[src/rtl/whack_round_scheduler_pkg.sv]
// Shared definitions for the whack-a-mole round scheduler and the score datapath:
// state encodings, LFSR seed/taps and small helpers.
package whack_round_scheduler_pkg;

    typedef enum logic [2:0] {
        S_IDLE = 3'd0,
        S_GAP  = 3'd1,
        S_UP   = 3'd2,
        S_HIT  = 3'd3,
        S_MISS = 3'd4,
        S_OVER = 3'd5
    } state_t;

    localparam logic [15:0] LFSR_SEED_DEFAULT = 16'hACE1;

    // Tap positions (zero based) for the x^16 + x^14 + x^13 + x^11 + 1 polynomial.
    localparam int LFSR_TAP_A = 15;
    localparam int LFSR_TAP_B = 13;
    localparam int LFSR_TAP_C = 12;
    localparam int LFSR_TAP_D = 10;

    function automatic logic lfsrFeedback(input logic [15:0] q);
        return q[LFSR_TAP_A] ^ q[LFSR_TAP_B] ^ q[LFSR_TAP_C] ^ q[LFSR_TAP_D];
    endfunction

    function automatic int maxInt(input int a, input int b);
        return (a > b) ? a : b;
    endfunction

endpackage

[src/rtl/whack_round_scheduler_if.sv]
// Handshake bundle between the button front end, the round scheduler and the
// display/score datapath. The scheduler sits on the slave side.
interface whack_round_scheduler_if #(
    parameter int NUM_MOLES = 4,
    parameter int SCORE_W   = 8
);
    logic                 start;
    logic [NUM_MOLES-1:0] btn;
    logic [NUM_MOLES-1:0] mole_onehot;
    logic                 hit_pulse;
    logic                 miss_pulse;
    logic [SCORE_W-1:0]   score;
    logic [3:0]           misses;
    logic                 game_over;
    logic                 busy;

    modport master (
        output start, btn,
        input  mole_onehot, hit_pulse, miss_pulse, score, misses, game_over, busy
    );

    modport slave (
        input  start, btn,
        output mole_onehot, hit_pulse, miss_pulse, score, misses, game_over, busy
    );
endinterface

[src/rtl/whack_round_scheduler_lfsr.sv]
// 16-bit Fibonacci LFSR used to pick the next mole. Free-running every cycle.
module whack_lfsr16
    import whack_round_scheduler_pkg::*;
#(
    parameter logic [15:0] SEED = LFSR_SEED_DEFAULT
) (
    input  logic        clk,
    input  logic        Reset,
    output logic [15:0] q
);
    logic [15:0] r_q;

    // Shift left and insert the tap feedback; the seed must be nonzero.
    always_ff @(posedge clk) begin
        if (Reset) begin
            r_q <= SEED;
        end else begin
            r_q <= {r_q[14:0], lfsrFeedback(r_q)};
        end
    end

    assign q = r_q;
endmodule

[src/rtl/whack_round_scheduler.sv]
// Round sequencer for the whack-a-mole game: gap, pop a mole, judge the press,
// keep score and misses, and shrink the up-window after every hit.
module whack_round_scheduler
    import whack_round_scheduler_pkg::*;
#(
    parameter int          NUM_MOLES  = 4,
    parameter int          GAP_CYCLES = 1000,
    parameter int          UP_INIT    = 4000,
    parameter int          UP_STEP    = 200,
    parameter int          UP_MIN     = 1000,
    parameter int          MAX_MISSES = 3,
    parameter int          SCORE_W    = 8,
    parameter logic [15:0] LFSR_SEED  = LFSR_SEED_DEFAULT
) (
    input  logic                    clk,
    input  logic                    Reset,
    whack_round_scheduler_if.slave  bus
);
    // The timer also holds up_len itself, so it is sized for the largest value, not its decrement.
    localparam int TIMER_MAX = maxInt(GAP_CYCLES, UP_INIT);
    localparam int TW        = $clog2(TIMER_MAX + 1);
    localparam int IDXW      = $clog2(NUM_MOLES);

    state_t                r_state;
    state_t                w_nextState;
    logic [TW-1:0]         r_timer;
    logic [TW-1:0]         r_upLen;
    logic [IDXW-1:0]       r_prevIdx;
    logic [NUM_MOLES-1:0]  r_btnQ;
    logic [SCORE_W-1:0]    r_score;
    logic [3:0]            r_misses;

    logic [15:0]           w_lfsr;
    logic                  w_unusedLfsrHi;
    logic [NUM_MOLES-1:0]  w_edge;
    logic                  w_timerDone;
    logic                  w_startGame;
    logic [IDXW-1:0]       w_candIdx;
    logic [IDXW-1:0]       w_newIdx;

    whack_lfsr16 #(
        .SEED (LFSR_SEED)
    ) u_lfsr (
        .clk   (clk),
        .Reset (Reset),
        .q     (w_lfsr)
    );

    assign w_unusedLfsrHi = ^w_lfsr[15:8];
    assign w_edge         = bus.btn & ~r_btnQ;
    assign w_timerDone    = (r_timer == '0);
    assign w_startGame    = bus.start && ((r_state == S_IDLE) || (r_state == S_OVER));

    // Pick the next mole from the LFSR, stepping past the previous one so rounds never repeat.
    always_comb begin
        w_candIdx = IDXW'(w_lfsr[7:0] % 8'(NUM_MOLES));
        w_newIdx  = w_candIdx;
        if (w_candIdx == r_prevIdx) begin
            w_newIdx = (w_candIdx == IDXW'(NUM_MOLES - 1)) ? '0 : w_candIdx + 1'b1;
        end
    end

    // State register.
    always_ff @(posedge clk) begin
        if (Reset) begin
            r_state <= S_IDLE;
        end else begin
            r_state <= w_nextState;
        end
    end

    // Next-state logic; in UP a correct edge beats a wrong edge, which beats timeout.
    always_comb begin
        w_nextState = r_state;
        case (r_state)
            S_IDLE: if (bus.start) w_nextState = S_GAP;
            S_GAP:  if (w_timerDone) w_nextState = S_UP;
            S_UP: begin
                if (w_edge[r_prevIdx]) begin
                    w_nextState = S_HIT;
                end else if (|w_edge) begin
                    w_nextState = S_MISS;
                end else if (w_timerDone) begin
                    w_nextState = S_MISS;
                end
            end
            S_HIT:  w_nextState = S_GAP;
            S_MISS: w_nextState = (r_misses == 4'(MAX_MISSES)) ? S_OVER : S_GAP;
            S_OVER: if (bus.start) w_nextState = S_GAP;
            default: w_nextState = S_IDLE;
        endcase
    end

    // Timer, up-window, mole index, button history and score counters.
    always_ff @(posedge clk) begin
        if (Reset) begin
            r_timer   <= '0;
            r_upLen   <= TW'(UP_INIT);
            r_prevIdx <= '0;
            r_btnQ    <= '1;
            r_score   <= '0;
            r_misses  <= '0;
        end else begin
            r_btnQ <= bus.btn;

            if (w_nextState != r_state) begin
                case (w_nextState)
                    S_GAP:   r_timer <= TW'(GAP_CYCLES - 1);
                    S_UP:    r_timer <= r_upLen - 1'b1;
                    default: r_timer <= '0;
                endcase
            end else if (!w_timerDone) begin
                r_timer <= r_timer - 1'b1;
            end

            if (r_state == S_GAP && w_timerDone) begin
                r_prevIdx <= w_newIdx;
            end

            if (w_startGame) begin
                r_score  <= '0;
                r_misses <= '0;
                r_upLen  <= TW'(UP_INIT);
            end else if (r_state == S_UP && w_nextState == S_HIT) begin
                if (r_score != '1) begin
                    r_score <= r_score + 1'b1;
                end
                if (32'(r_upLen) >= 32'(UP_MIN + UP_STEP)) begin
                    r_upLen <= r_upLen - TW'(UP_STEP);
                end else begin
                    r_upLen <= TW'(UP_MIN);
                end
            end else if (r_state == S_UP && w_nextState == S_MISS) begin
                r_misses <= r_misses + 1'b1;
            end
        end
    end

    // Outputs decoded from registered state so pulses line up with the HIT/MISS cycle.
    always_comb begin
        bus.mole_onehot = '0;
        if (r_state == S_UP) begin
            bus.mole_onehot = NUM_MOLES'(1) << r_prevIdx;
        end
        bus.hit_pulse  = (r_state == S_HIT);
        bus.miss_pulse = (r_state == S_MISS);
        bus.game_over  = (r_state == S_OVER);
        bus.busy       = (r_state == S_GAP) || (r_state == S_UP) ||
                         (r_state == S_HIT) || (r_state == S_MISS);
        bus.score      = r_score;
        bus.misses     = r_misses;
    end
endmodule
[src/flat_wrapper.sv]
// flat-port wrapper written by rule: the top's interface ports become plain ports
module whack_round_scheduler_flat import whack_round_scheduler_pkg::*;
#(
    parameter int          NUM_MOLES  = 4,
    parameter int          GAP_CYCLES = 1000,
    parameter int          UP_INIT    = 4000,
    parameter int          UP_STEP    = 200,
    parameter int          UP_MIN     = 1000,
    parameter int          MAX_MISSES = 3,
    parameter int          SCORE_W    = 8,
    parameter logic [15:0] LFSR_SEED  = LFSR_SEED_DEFAULT
)
  (clk, Reset, bus_start, bus_btn, bus_mole_onehot, bus_hit_pulse, bus_miss_pulse, bus_score, bus_misses, bus_game_over, bus_busy);
  whack_round_scheduler_if #(.NUM_MOLES(NUM_MOLES), .SCORE_W(SCORE_W)) bus_i ();
  input  logic clk;
  input  logic Reset;
  input wire logic [$bits(bus_i.start)-1:0] bus_start;
  input wire logic [$bits(bus_i.btn)-1:0] bus_btn;
  output wire logic [$bits(bus_i.mole_onehot)-1:0] bus_mole_onehot;
  output wire logic [$bits(bus_i.hit_pulse)-1:0] bus_hit_pulse;
  output wire logic [$bits(bus_i.miss_pulse)-1:0] bus_miss_pulse;
  output wire logic [$bits(bus_i.score)-1:0] bus_score;
  output wire logic [$bits(bus_i.misses)-1:0] bus_misses;
  output wire logic [$bits(bus_i.game_over)-1:0] bus_game_over;
  output wire logic [$bits(bus_i.busy)-1:0] bus_busy;
  assign bus_i.start = bus_start;
  assign bus_i.btn = bus_btn;
  assign bus_mole_onehot = bus_i.mole_onehot;
  assign bus_hit_pulse = bus_i.hit_pulse;
  assign bus_miss_pulse = bus_i.miss_pulse;
  assign bus_score = bus_i.score;
  assign bus_misses = bus_i.misses;
  assign bus_game_over = bus_i.game_over;
  assign bus_busy = bus_i.busy;
  whack_round_scheduler #(.NUM_MOLES(NUM_MOLES), .GAP_CYCLES(GAP_CYCLES), .UP_INIT(UP_INIT), .UP_STEP(UP_STEP), .UP_MIN(UP_MIN), .MAX_MISSES(MAX_MISSES), .SCORE_W(SCORE_W), .LFSR_SEED(LFSR_SEED)) u_core (.clk(clk), .Reset(Reset), .bus(bus_i));
endmodule
[config.mk]
export PLATFORM = sky130hd
export DESIGN_NAME = whack_round_scheduler_flat
export DESIGN_NICKNAME = d
export VERILOG_FILES = /design/src/rtl/whack_round_scheduler_pkg.sv /design/src/rtl/whack_round_scheduler_if.sv /design/src/rtl/whack_round_scheduler_lfsr.sv /design/src/rtl/whack_round_scheduler.sv /design/src/flat_wrapper.sv
export SDC_FILE = /design/constraint.sdc
export NUM_CORES = 1
export LEC_CHECK = 0
export ABC_AREA = 1
export BUFFER_PORTS_ARGS = -buffer_cell sky130_fd_sc_hd__buf_2
export CAP_MARGIN = 5
export CORE_ASPECT_RATIO = 0.75
export CORE_MARGIN = 1.5
export CORE_UTILIZATION = 59
export DETAILED_ROUTE_END_ITERATION = 8
export PLACE_DENSITY = 0.8
export SETUP_SLACK_MARGIN = 0.4
export SYNTH_ARGS = -nofsm -noshare
export SYNTH_HDL_FRONTEND = slang
export SYNTH_SLANG_ARGS = --single-unit
[constraint.sdc]
create_clock -name clk -period 2.35 [get_ports clk]
set_input_delay 0.235 -clock clk [delete_from_list [all_inputs] [get_ports clk]]
set_output_delay 0.235 -clock clk [all_outputs]
set_load 0.1 [all_outputs]
==> flow_metrics.tcl <==
set metrics [dict create \
    seqPwrFrac 0.319 \
    ctsHtreeMaxLevel 3 \
    wl_um 7600 \
    switching_power_mw 1.54 \
    violations "design-rule violations" \
    pre_cts_slack_ns 0.0788 \
    rr_worst_depth 12 \
    fin_tns_setup_ns 0 \
    yosys_warnings 0 \
    finalHoldViolations 0 \
    rows 22 \
    insertion_delay_ns 0.35 \
    crit_type "reg2reg" \
    critPathMaxFanout 8 \
    final_common_cell "nand2_1" \
    post-route-period-util 0.823 \
    ant_nets 0 \
    holdPathStages 2 \
    peakVddDrop_uv 707 \
    antenna_cells 0 \
    nets 493 \
    grt_pass1_vias 2403 \
    multi_input_area_mm2 0.00176 \
    cts_buffers 9 \
    core-area_mm2 0.00490 \
    ys_seq_area_frac 0.385 \
    slew_headroom 0.676 \
    via_per_inst 5.45 \
    worst_hold_slack_ns 0.0842 \
    port_buffers 26 \
    ys_types 34 \
    rrSetupSlack_ns 0.42 \
    synth_xor_area_frac 0.0522 \
    setup_ws_ns 0.415 \
    p_clk_frac 0.250 \
    period_needed_ns 1.93 \
    drt_first_iter_violations 202 \
    routedWlPerCell_um 13.9 \
    hp-start "bus_btn[3]" \
    pwr-share-comb 0.431 \
    skew_ns 0.0105 \
    root_buffer "clkbuf_8" \
    critPathRequiredTime_ns 2.62 \
    status "complete, but fails checks" \
    regArea_mm2 0.00119 \
    synth_compound_area_frac 0.107 \
    clk_pin_slew_ns 0.07 \
    synthesis.nets 436 \
    synth_top_family_by_area "simple AND/OR/NAND/NOR gates" \
    crit_start "u_core.r_timer[1]" \
    die_area_mm2 0.00556 \
    clockBufferDepth 2 \
    avgSynthCellArea_um2 7.14 \
    place_area_mm2 0.00325 \
    cts.sinks 58 \
    slew_violations 0 \
    p_leak_nw 1.86 \
    die_w_um 85.6 \
    internal-power_mw 2.36 \
    gr-total-overflow 0 \
    clock.fmax_mhz 517 \
    instances_no_fill 545 \
    postSynthCellCount 423 \
    synth_adder_area_share 0.0249 \
    first_pass_iters 7 \
    most-common-layout-cells "nand2_1 (76), inv_1 (52), nor2_1 (46)" \
    nFillCells 328 \
    grt_pass1_wl_um 11200 \
    rr_startpoint "u_core.r_timer[1]" \
    critPathArrivalTime_ns 2.20 \
    postCtsHoldBufs 0 \
    powerDensity_mw_per_mm2 1020 \
    swShare 0.396 \
    hold_path_class "in2reg" \
    synth-simple-area-share 0.344 \
    grt_usage 0.261 \
    rsz0062_at_grt "true" \
    areaGrowthSynthToFinish_pct 26.8 \
    drv_cap 0 \
    start_util 0.616 \
    worst_slew_pin_slew_ns 0.489 \
    antenna_found_initial 0 \
    ioPinCount 27 \
    final_area_mm2 0.00383 \
    regToRegEndpoint "u_core.r_timer[8]" \
    ys_ff_latch 58 \
    p_total_mw 3.90 \
    grt_max_degree 35 \
    drc_errors 4 \
    end_kind "flip-flop" \
    setup_viol 0 \
    synth_mux_area_frac 0 \
    whs_endpoint "u_core.r_btnQ[3]" \
    gp_congestion 0.949 \
    dp.final_hpwl_um 4620 \
    start_kind "flip-flop" \
    vias 2971 \
    dp.cells 506 \
    cts_tree "yes" \
    drive_above_1_share 0.324 \
    final_util 0.781 \
    synth_area_mm2 0.00302 \
    die_h_um 65.0 \
]
-- critical path, stage by stage (launching register included) --
cell	delay, ns
dfxtp_1	0.35
inv_2	0.07
ha_4	0.17
nand2_4	0.08
nor2_4	0.04
nand2_4	0.14
nand3_4	0.09
nand2_4	0.09
o211ai_1	0.14
nor2_4	0.18
nand2_4	0.11
or2_1	0.24
a21oi_1	0.13
-- per-layer routing --
layer  GRT usage  routed length (um)  up-vias
li1            -                   -     1473
met1       0.386                3510     1351
met2       0.361                3340      132
met3      0.0624                 619       15
met5           0                   0        -
met4       0.103                 130        0
-- power by group through the flow --
stage	Sequential (mW)	Combinational [mW]	Clock [mW]
detailed placement	1.23	1.21	0
CTS	1.22	1.31	0.992
floorplan	1.21	1.02	0
finish	1.25	1.68	0.976
global route	1.26	1.79	1.02
global placement	1.23	1.20	0
-- flip-flops by register name, summed over array words and instances, names as in the netlist --
| register | cells |
|---|---|
| u_core.r_timer | 12 |
| u_core.u_lfsr.q | 16 |
| u_core.r_btnQ | 4 |
| u_core.r_prevIdx | 2 |
| u_core.bus.misses | 4 |
| u_core.bus.score | 8 |
| u_core.r_upLen | 9 |
| u_core.r_state | 3 |
-- what timing repair did --
item / 4_1_cts / 5_1_grt
pin swaps: 6 / 18
setup endpoints to repair: 26 / 24
gates resized for setup: 13 / 44
cloned: 1 / 0
setup buffers: 5 / 17
-- cells by family after synthesis --
group | after synthesis
AND/OR/NAND/NOR | 219
buffers and inverters | 67
flip-flops | 58
AO/OA/AOI/OAI | 55
XOR/XNOR | 18
adder cells (fa/ha/maj) | 6
-- worst max path at each step --
stage / end / slack (ns) / depth (start not counted)
finish: u_core.r_timer[8] / 0.42 / 12
global route: u_core.r_timer[10] / 0.28 / 14
CTS: u_core.r_timer[5] / 0.39 / 14
detailed placement: u_core.r_timer[5] / 0.08 / 13
global placement: u_core.r_timer[1] / 0.21 / 15
floorplan: bus_mole_onehot[2] / 0.07 / 4
-- final cells by class --
cell class | instances | share of cell area
clock buffers | 12 | 0.0432
multi-input cells | 299 | 0.460
flip-flops and latches | 58 | 0.312
inverters | 61 | 0.0618
well taps | 60 | 0.0196
clock inverters | 4 | 0.0127
repair buffers | 51 | 0.0912
-- cells in the mapped netlist --
cell / instances / share of area
nand2_1: 83 / 0.10
dfxtp_1: 58 / 0.38
inv_1: 56 / 0.070
nor2_1: 53 / 0.066
a21oi_1: 23 / 0.038
nand3_1: 21 / 0.035
o21ai_0: 14 / 0.023
xor2_1: 13 / 0.038
or2_2: 12 / 0.025
nand2_2: 9 / 0.019
nand4_1: 9 / 0.019
nor2_2: 7 / 0.015
nor3_1: 7 / 0.012
ha_1: 6 / 0.025
inv_2: 5 / 0.0062
xnor2_1: 5 / 0.015
a211oi_1: 4 / 0.0099
clkbuf_1: 4 / 0.0050
nand2_4: 4 / 0.015
nor4_1: 4 / 0.0083
or2_1: 4 / 0.0083
nor2_4: 3 / 0.011
o211ai_1: 3 / 0.0075
o21ai_1: 3 / 0.0050
a31oi_1: 2 / 0.0041
buf_6: 2 / 0.0075
nand3_2: 2 / 0.0066
a21oi_4: 1 / 0.0054
a221oi_1: 1 / 0.0029
a311oi_1: 1 / 0.0029
and3_1: 1 / 0.0021
o21ai_2: 1 / 0.0029
o22ai_1: 1 / 0.0021
o31ai_1: 1 / 0.0025
(Power assumes the default switching activity.)
